--- src/rtl/gain_ramp_ctrl.sv ---
// gain_ramp_ctrl: sequences every write into the equalizer register map.
// Config byte goes to address 0. Band b (1..10) gain bytes go to 3b-2 / 3b-1 / 3b, LSB first.
// On each ramp pass, every band's live gain moves toward its target by at most RAMP_STEP.
// Only the bands that changed are written back.
// Optional build macro GAIN_RAMP_FULL_REFRESH_EN: every pass rewrites all 30 gain bytes,
// which restores reg_map contents after reg_map has been reset on its own.
module gain_ramp_ctrl #(
  parameter int                    GAIN_WIDTH = 24,
  parameter int                    NUM_BANDS  = 10,
  parameter logic [GAIN_WIDTH-1:0] RAMP_STEP  = 24'h080000
) (
  input  logic                  clk,
  input  logic                  rst,
  input  logic                  ramp_tick,
  input  logic                  tgt_valid,
  input  logic [3:0]            tgt_band,
  input  logic [GAIN_WIDTH-1:0] tgt_gain,
  output logic                  tgt_err,
  input  logic                  cfg_valid,
  input  logic [7:0]            cfg_data,
  output logic                  cfg_ready,
  output logic                  reg_we,
  output logic [7:0]            reg_addr,
  output logic [7:0]            reg_data,
  output logic                  busy,
  output logic                  ramp_done,
  output logic                  overrun
);

  typedef enum logic [2:0] {
    IDLE   = 3'd0,
    CFG_WR = 3'd1,
    SCAN   = 3'd2,
    WR0    = 3'd3,
    WR1    = 3'd4,
    WR2    = 3'd5
  } state_t;

  localparam logic [3:0] LAST_BAND = 4'(NUM_BANDS);

  state_t                  state_r, state_s;
  logic [3:0]              band_r;
  logic [3:0]              band_idx_s;
  logic                    last_band_s;
  logic                    pending_r;
  logic [GAIN_WIDTH-1:0]   cur_r [NUM_BANDS];
  logic [GAIN_WIDTH-1:0]   tgt_r [NUM_BANDS];
  logic [GAIN_WIDTH-1:0]   cur_sel_s;
  logic [GAIN_WIDTH-1:0]   step_s;
  logic                    changed_s;
  logic [7:0]              band3_s;
  logic                    we_s;
  logic [7:0]              addr_s;
  logic [7:0]              data_s;
  logic                    done_s;
  logic                    start_s;
  logic                    tgt_ok_s;

  // One ramp step toward the target, clamped so it never overshoots or wraps.
  function automatic logic [GAIN_WIDTH-1:0] step_gain(input logic [GAIN_WIDTH-1:0] cur,
                                                      input logic [GAIN_WIDTH-1:0] tgt);
    logic [GAIN_WIDTH-1:0] diff;
    diff = '0;
    if (tgt > cur) begin
      diff = tgt - cur;
      if (diff > RAMP_STEP) step_gain = cur + RAMP_STEP;
      else                  step_gain = tgt;
    end else if (tgt < cur) begin
      diff = cur - tgt;
      if (diff > RAMP_STEP) step_gain = cur - RAMP_STEP;
      else                  step_gain = tgt;
    end else begin
      step_gain = cur;
    end
  endfunction

  // band_r is held in 1..NUM_BANDS, so the array index is always in range.
  assign band_idx_s  = band_r - 4'd1;
  assign last_band_s = (band_r == LAST_BAND);
  assign cur_sel_s   = cur_r[band_idx_s];
  assign step_s      = step_gain(cur_sel_s, tgt_r[band_idx_s]);
  assign changed_s   = (step_s != cur_sel_s);
  assign band3_s     = ({4'd0, band_r} << 1) + {4'd0, band_r};
  assign start_s     = (state_r == IDLE) && (state_s == SCAN);
  assign tgt_ok_s    = (tgt_band != 4'd0) && (tgt_band <= LAST_BAND);
  assign busy        = (state_r != IDLE);
  assign cfg_ready   = cfg_valid && (state_r == IDLE);

  // Next-state logic; config writes take priority over starting a pass.
  always_comb begin
    state_s = state_r;
    case (state_r)
      IDLE: begin
        if (cfg_valid)                   state_s = CFG_WR;
        else if (ramp_tick || pending_r) state_s = SCAN;
        else                             state_s = IDLE;
      end
      CFG_WR: state_s = IDLE;
      SCAN: begin
`ifdef GAIN_RAMP_FULL_REFRESH_EN
        state_s = WR0;
`else
        if (changed_s)        state_s = WR0;
        else if (last_band_s) state_s = IDLE;
        else                  state_s = SCAN;
`endif
      end
      WR0: state_s = WR1;
      WR1: state_s = WR2;
      WR2: begin
        if (last_band_s) state_s = IDLE;
        else             state_s = SCAN;
      end
      default: state_s = IDLE;
    endcase
  end

  // Values for the registered write port, chosen from the state about to be entered.
  always_comb begin
    we_s   = 1'b0;
    addr_s = 8'd0;
    data_s = 8'd0;
    case (state_s)
      CFG_WR: begin we_s = 1'b1; addr_s = 8'd0;           data_s = cfg_data;         end
      WR0:    begin we_s = 1'b1; addr_s = band3_s - 8'd2; data_s = step_s[7:0];      end
      WR1:    begin we_s = 1'b1; addr_s = band3_s - 8'd1; data_s = cur_sel_s[15:8];  end
      WR2:    begin we_s = 1'b1; addr_s = band3_s;        data_s = cur_sel_s[23:16]; end
      default: begin we_s = 1'b0; addr_s = 8'd0; data_s = 8'd0; end
    endcase
    if (((state_r == SCAN) || (state_r == WR2)) && (state_s == IDLE)) done_s = 1'b1;
    else                                                              done_s = 1'b0;
  end

  // State, band pointer and registered outputs.
  always_ff @(posedge clk or negedge rst) begin
    if (!rst) begin
      state_r   <= IDLE;
      band_r    <= 4'd1;
      reg_we    <= 1'b0;
      reg_addr  <= 8'd0;
      reg_data  <= 8'd0;
      ramp_done <= 1'b0;
    end else begin
      state_r   <= state_s;
      reg_we    <= we_s;
      reg_addr  <= addr_s;
      reg_data  <= data_s;
      ramp_done <= done_s;
      if (start_s) begin
        band_r <= 4'd1;
      end else if (((state_r == SCAN) && (state_s != WR0)) || (state_r == WR2)) begin
        band_r <= last_band_s ? 4'd1 : band_r + 4'd1;
      end
    end
  end

  // Target capture, live gain update during SCAN, and the sticky bad-band flag.
  always_ff @(posedge clk or negedge rst) begin
    if (!rst) begin
      for (int i = 0; i < NUM_BANDS; i++) begin
        cur_r[i] <= '0;
        tgt_r[i] <= '0;
      end
      tgt_err <= 1'b0;
    end else begin
      if (tgt_valid) begin
        if (tgt_ok_s) tgt_r[tgt_band - 4'd1] <= tgt_gain;
        else          tgt_err <= 1'b1;
      end
      if (state_r == SCAN) cur_r[band_idx_s] <= step_s;
    end
  end

  // Tick bookkeeping: one tick may wait while busy, a further one is dropped and flagged.
  // A tick that arrives together with an already pending one at pass start stays pending.
  always_ff @(posedge clk or negedge rst) begin
    if (!rst) begin
      pending_r <= 1'b0;
      overrun   <= 1'b0;
    end else begin
      if (ramp_tick && !start_s) begin
        if (pending_r) overrun   <= 1'b1;
        else           pending_r <= 1'b1;
      end else if (start_s) begin
        pending_r <= ramp_tick && pending_r;
      end
    end
  end

endmodule

--- config.mk ---
export PLATFORM = sky130hd
export DESIGN_NAME = gain_ramp_ctrl
export DESIGN_NICKNAME = d
export VERILOG_FILES = /design/src/rtl/gain_ramp_ctrl.sv
export SDC_FILE = /design/constraint.sdc
export NUM_CORES = 1
export LEC_CHECK = 0
export BUFFER_PORTS_ARGS = -buffer_cell sky130_fd_sc_hd__buf_2
export CORE_UTILIZATION = 35
export DETAILED_ROUTE_END_ITERATION = 6
export GPL_TIMING_DRIVEN = 0
export HOLD_SLACK_MARGIN = 0.1
export PLACE_DENSITY = 0.52
export SLEW_MARGIN = 20
export SYNTH_ARGS = -nofsm -noshare
export SYNTH_HDL_FRONTEND = slang
export SYNTH_SLANG_ARGS = --single-unit
--- constraint.sdc ---
create_clock -name clk -period 6.7 [get_ports clk]
set_clock_uncertainty 0.15 [all_clocks]
set_input_delay 1.34 -clock clk [delete_from_list [all_inputs] [get_ports clk]]
set_output_delay 1.34 -clock clk [all_outputs]
set_load 0.02 [all_outputs]
==> results of run 1 <==
[final timing paths]
check / start / to / slack (ns) / cells past startpoint
max: band_r[0] / band_r[0] / -0.34 / 28
min: tgt_err / tgt_err / 0.30 / 1
max reg2reg: band_r[0] / band_r[0] / -0.34 / 28
min reg2reg: tgt_err / tgt_err / 0.30 / 1
max in group asynchronous: rst / state_r[2] / 3.60 / 6
min in group asynchronous: rst / tgt_r[105] / 0.45 / 1
[worst max-delay path, delay by kind of cell (launching register included)]
kind / cells / cell delay, ns
AO/OA/AOI/OAI: 10 / 2.35
buffers and inverters: 9 / 1.27
adder cells (fa/ha/maj): 3 / 1.03
AND/OR/NAND/NOR: 4 / 0.93
multiplexers: 2 / 0.66
flip-flops: 1 / 0.56
[metrics by stage]
step | area (um^2) | TNS, ns
after CTS | 33400 | -43.56
final | 34200 | -55.19
after global placement | 28700 | -3825.83
after detailed placement | 28900 | -866.23
after floorplan | 27200 | 0
after global routing | 34200 | -79.03
[layout make-up]
cell class                      instances  area (um^2)
Buffer                                158         1250
Clock buffer                           80         1630
Clock inverter                         18          204
Fill cell                            7038        42100
Inverter                               64          248
Multi-Input combinational cell       1413        15000
Sequential cell                       507        12700
Tap cell                             1030         1290
Timing Repair Buffer                  186         1900
[state kept, by name, indices dropped and copies added (netlist names)]
register,count
reg_we,1
tgt_err,1
state_r,3
pending_r,1
tgt_r,240
ramp_done,1
reg_data,8
reg_addr,7
band_r,4
overrun,1
cur_r,240
[logic make-up after synthesis]
family | after synthesis | share of synthesized area [%]
AND/OR/NAND/NOR | 321 | 6.13
multiplexers | 615 | 29.3
flip-flops | 507 | 46.7
XOR/XNOR | 61 | 1.99
adder cells (fa/ha/maj) | 68 | 3.18
AO/OA/AOI/OAI | 345 | 9.04
buffers and inverters | 230 | 3.65
[layer usage]
layer  track usage, %  wire length, um
met1             31.7            41000
met2             39.9            45400
met3             3.93             4690
met4             8.32             3640
met5                0               31
[placed cells by master, fill, tap and decap left out, types with 11 or more instances in the layout]
master,instances
o21ai_2,18
a21o_1,12
inv_1,48
buf_2,41
clkbuf_8,13
mux2i_1,31
ha_4,15
nor2_1,58
clkbuf_16,63
buf_1,26
a21oi_4,33
o22a_2,11
dfrtp_1,504
clkbuf_4,17
xor2_1,29
a21oi_1,48
mux2_4,26
buf_4,111
o21ai_1,28
nor3b_1,28
xnor2_1,27
nand2b_1,13
nand2_1,76
clkbuf_1,69
o21ai_0,21
mux4_2,96
buf_16,15
nand4_1,19
buf_12,27
a221o_2,21
clkinv_2,11
inv_2,12
mux2_2,455
ha_1,49
nand3_1,25
buf_6,25
a21oi_2,18
o211ai_1,17
[what timing repair did]
action / CTS / global route
gates resized for setup: 373 / 145
endpoints found under the setup margin: 263 / 263
setup buffers: 93 / 41
gates cloned: 11 / 2
pin swaps: 61 / 56
==> flow_metrics.env, run 1 <==
export IMPL_outcome="complete, but fails checks"
export IMPL_violations="setup timing"
export IMPL_setup_viol=263
export IMPL_dpl_hpwl_mm=64.2
export IMPL_synth_cells=2147
export IMPL_die_y_um=281
export IMPL_grt_pass1_vias=20300
export IMPL_clock_latency_ns=0.62
export IMPL_port_buffers=37
export IMPL_synthArstFlopShare_pct=100
export IMPL_worstSetupStartpointType="register"
export IMPL_grt_pass1_wl_mm=138
export IMPL_syn_num_nets=2255
export IMPL_core_mm2=0.0763
export IMPL_crit_arrival_ns=7.43
export IMPL_drive_above_1_share_pct=48.3
export IMPL_fin_ws_ns=-0.340
export IMPL_grt_total_usage_pct=24.0
export IMPL_min_period_over_period_pct=105
export IMPL_holdWs_ns=0.302
export IMPL_hp_class="reg -> reg"
export IMPL_hold_viol_final=0
export IMPL_place_congestion=0.931
export IMPL_postRouteAntennaNets=0
export IMPL_ys_flop_type="dfrtp_1"
export IMPL_vias=19600
export IMPL_synth_edf_count=0
export IMPL_dieArea_mm2=0.0787
export IMPL_synth_top_cell_area_share_pct=46.6
export IMPL_worstSetupEndpointType="register"
export IMPL_place_ws_ns=-3.53
export IMPL_antenna_found_initial=2
export IMPL_rsz0062_at_grt="yes"
export IMPL_worstPathRequired_ns=7.09
export IMPL_yosysSeqAreaShare_pct=46.7
export IMPL_cts_root_buf="clkbuf_16"
export IMPL_finish_utilization_pct=44.8
export IMPL_wl_per_cell_um=27.4
export IMPL_fmax_mhz=142
export IMPL_period_minus_slack_ns=7.04
export IMPL_clock_sinks=507
export IMPL_tightest_slew_ns=1.16
export IMPL_drt_iter0_drc=1397
export IMPL_synth_warnings=0
export IMPL_synth_seq_cells=507
export IMPL_cap_violations=0
export IMPL_wirelength_mm=94.8
export IMPL_drt_pass1_iter_count=5
export IMPL_max_stage_delay_ns=0.56
export IMPL_drt_vias_per_instance=5.66
export IMPL_critical_path_class="reg -> reg"
export IMPL_cts_path_max_buffers=3
export IMPL_grt_ovfl_total=0
export IMPL_grt_max_degree=104
export IMPL_fin_nets=2494
export IMPL_synth_most_common_cell="dfrtp_1"
export IMPL_die_w_um=281
export IMPL_postCtsHoldBufs=0
export IMPL_ios=63
export IMPL_syn_area_per_cell_um2=12.7
export IMPL_slowest_stage="dfstp_2"
export IMPL_syn_cell_area_mm2=0.0272
export IMPL_synth_top_cells_by_count="506 x dfrtp_1, 480 x mux2_2, 96 x mux4_2"
export IMPL_crit_top_cell="buf_12"
export IMPL_diodes=0
export IMPL_cts_tree="done"
export IMPL_drc=0
export IMPL_syn2layout_area_growth_pct=26.0
export IMPL_start_util_pct=35.6
export IMPL_slew_violations=0
export IMPL_netlist_top_cells_area="dfrtp_1 47%, mux2_2 20%, mux4_2 8.0%"
export IMPL_cts_buffers=56
export IMPL_path_clk_slew_ns=0.06
export IMPL_relSlewSlack_pct=22.7
export IMPL_fp_row_count=101
export IMPL_cp_max_fo=8
export IMPL_instances_no_fill=3456
export IMPL_yosysTopAreaCell="dfrtp_1"
export IMPL_cts_htree_levels=2
export IMPL_synth_distinct_cells=84
export IMPL_place_inst=3221
Power of run 1 is left out: the tool's default activity adds up to more than one toggle a clock period on the data nets, which glitch-free logic cannot reach.
==> inputs of run 2 (changes only) <==
--- a/config.mk
+++ b/config.mk
@@ -6,4 +6,5 @@
 export NUM_CORES = 1
 export LEC_CHECK = 0
+export ABC_AREA = 1
 export BUFFER_PORTS_ARGS = -buffer_cell sky130_fd_sc_hd__buf_2
 export CORE_UTILIZATION = 35
==> constraint.sdc (replaced) <==
create_clock -name clk -period 6.7 [get_ports clk]
set_clock_uncertainty 0.15 [all_clocks]
set_input_delay 0.67 -clock clk [delete_from_list [all_inputs] [get_ports clk]]
set_output_delay 0.67 -clock clk [all_outputs]
set_load 0.02 [all_outputs]
==> run 2 against run 1 <==
Effect of this change:
- the flow now finishes without violations
- cell count increased by 48%
- synthesized area is 3.7% higher
- count of clock-buffer cells in the layout rose by 6
- non-clock buffer count is 113 higher
- wire length up 34%
- core utilization down 0.53 points
- first-iteration DRC count rose by 120%
- largest cell class unchanged
==> flow_metrics.env, run 2 <==
export IMPL_syn_cell_area_mm2=0.0282
export IMPL_instances_no_fill=5130
export IMPL_yosysSeqAreaShare_pct=45.0
export IMPL_setup_viol=0
export IMPL_die_y_um=286
export IMPL_fp_row_count=103
export IMPL_slew_violations=0
export IMPL_max_stage_delay_ns=0.56
export IMPL_synth_cells=3751
export IMPL_cp_max_fo=13
export IMPL_layout_common_cells="1033 x nand2_1, 677 x o21ai_0, 506 x dfrtp_1"
export IMPL_cts_buffers=57
export IMPL_fin_nets=4142
export IMPL_die_w_um=286
export IMPL_hold_viol_final=0
export IMPL_dpl_hpwl_mm=89.1
export IMPL_rsz0062_at_grt="yes"
export IMPL_fin_ws_ns=0.0965
export IMPL_worstSetupStartpointType="register"
export IMPL_postRouteAntennaNets=0
export IMPL_min_period_over_period_pct=98.6
export IMPL_cts_root_buf="clkbuf_16"
export IMPL_crit_top_cell="nand2_1"
export IMPL_antenna_found_initial=2
export IMPL_synth_distinct_cells=52
export IMPL_grt_max_degree=87
export IMPL_yosysTopAreaCell="dfrtp_1"
export IMPL_synth_edf_count=0
export IMPL_vias=28800
export IMPL_postLayoutCellArea_mm2=0.0351
export IMPL_worstPathRequired_ns=7.05
export IMPL_tightest_slew_ns=1.08
export IMPL_synthMuxAreaShare_pct=1.60
export IMPL_r2r_slack_ns=0.1
export IMPL_grt_total_usage_pct=30.3
export IMPL_synth_xor_area_share_pct=0.684
export IMPL_reg2reg_from="band_r[0]"
export IMPL_synthSimpleGateAreaFrac_pct=25.2
export IMPL_syn2layout_area_growth_pct=24.6
export IMPL_crit_cells=42
export IMPL_ys_flop_type="dfrtp_1"
export IMPL_synthArstFlopShare_pct=100
export IMPL_ios=63
export IMPL_synth_top_cell_area_share_pct=44.9
export IMPL_cts_htree_levels=2
export IMPL_crit_arrival_ns=6.96
export IMPL_final_common_cell="nand2_1"
export IMPL_synth_adder_area_share_pct=3.03
export IMPL_clock_sinks=507
export IMPL_syn_area_per_cell_um2=7.51
export IMPL_cp_num_buf_inv=14
export IMPL_netlist_top_cells_area="dfrtp_1 45%, nand2_1 15%, o21ai_0 12%"
export IMPL_slowest_stage="dfstp_2"
export IMPL_place_ws_ns=-2.86
export IMPL_port_buffers=62
export IMPL_biggestRegsByFlops="cur_r: 240 flops, tgt_r: 240 flops, reg_data: 8 flops"
export IMPL_syn_num_nets=3859
export IMPL_drt_vias_per_instance=5.62
export IMPL_drc=0
export IMPL_grt_ovfl_total=0
export IMPL_holdWs_ns=0.125
export IMPL_clock_latency_ns=0.64
export IMPL_cap_violations=0
export IMPL_drt_pass1_iter_count=6
export IMPL_critical_path_class="reg -> reg"
export IMPL_dieArea_mm2=0.0816
export IMPL_core_mm2=0.0793
export IMPL_crit_start="band_r[0]"
export IMPL_start_util_pct=35.5
export IMPL_synth_seq_cells=507
export IMPL_synth_top_cells_by_count="1096 x nand2_1, 685 x o21ai_0, 506 x dfrtp_1"
export IMPL_path_clk_slew_ns=0.06
export IMPL_synth_most_common_cell="nand2_1"
export IMPL_grt_pass1_wl_mm=184
export IMPL_place_inst=4872
export IMPL_worstSetupEndpoint="reg_data[3]"
export IMPL_wl_per_cell_um=24.7
export IMPL_cts_tree="done"
export IMPL_synth_compound_area_share_pct=17.3
export IMPL_drive_above_1_share_pct=17.3
export IMPL_cts_path_max_buffers=3
export IMPL_drt_iter0_drc=3131
export IMPL_wirelength_mm=127
export IMPL_place_congestion=0.936
export IMPL_worstSetupEndpointType="register"
export IMPL_fmax_mhz=151
export IMPL_relSlewSlack_pct=27.7
export IMPL_r2r_cells=42
export IMPL_path_delay_family="simple AND/OR/NAND/NOR gates"
export IMPL_outcome="finished, final reports clean"
export IMPL_synth_top_family_by_area="simple AND/OR/NAND/NOR gates"
export IMPL_period_minus_slack_ns=6.60
export IMPL_grt_pass1_vias=27200
export IMPL_synth_warnings=0
export IMPL_placed_cell_area_mm2=0.0300
export IMPL_hp_class="in -> reg"
export IMPL_r2r_end="reg_data[3]"
run 2: worst min-delay path by stage:
stage | startpoint | end | cells after the start
after global routing | cfg_data[4] | reg_data[4] | 3
after floorplan | rst | band_r[1] | 0
after CTS | cfg_data[4] | reg_data[4] | 3
after global placement | tgt_err | tgt_err | 1
final | cfg_data[3] | reg_data[3] | 3
after detailed placement | tgt_err | tgt_err | 1
run 2: final cells by class:
cell class,count,area (um^2)
fill,8189,44100
clock buffer,86,1720
inverter,260,1020
tap,1050,1310
multi-input combinational,2751,14600
timing repair buffer,225,1910
antenna,1,2.50
clock inverter,18,200
buffer,232,1630
sequential,507,12700
run 2: worst register-to-register path, delay by kind of cell, from the launching register on:
kind,cells,cell delay (ns)
simple gates,24,2.81
buf+inv,14,1.87
fa+ha+maj,2,0.61
flops,1,0.56
compound gates,2,0.45
run 2: logic make-up after synthesis:
| group | count (synthesis) |
|---|---|
| muxes | 45 |
| xor gates and xnor gates | 19 |
| AOI/OAI and AO/OA | 904 |
| and+or+nand+nor | 1716 |
| buffers and inverters | 493 |
| DFF | 507 |
| adders and majority gates | 67 |
run 2: through the flow:
step	setup TNS (ns)	util (%)
finish	0	44.3
detailed placement	-593.79	37.9
floorplan	0	-
CTS	0	42.4
global route	-0.165	44.3
global placement	-3759.92	37.6
run 2: metal layers:
metal / vias to the layer above / GRT usage, % / wire length [um]
li1: 13000 / - / -
met1: 14200 / 41.6 / 53700
met2: 1344 / 47.6 / 56400
met3: 268 / 5.67 / 11300
met4: 0 / 11.2 / 5440
met5: - / 0 / 0
run 2: repair_timing:
| item | 4_1_cts | 5_1_grt |
|---|---|---|
| gates cloned | 1 | 8 |
| hold buffers | 2 | 0 |
| pin swaps | 62 | 90 |
| resized for setup | 237 | 265 |
| endpoints found under the hold margin | 44 | 0 |
| setup buffers | 87 | 56 |
| endpoints found under the setup margin | 263 | 225 |
Power of run 2 is left out for the same reason.
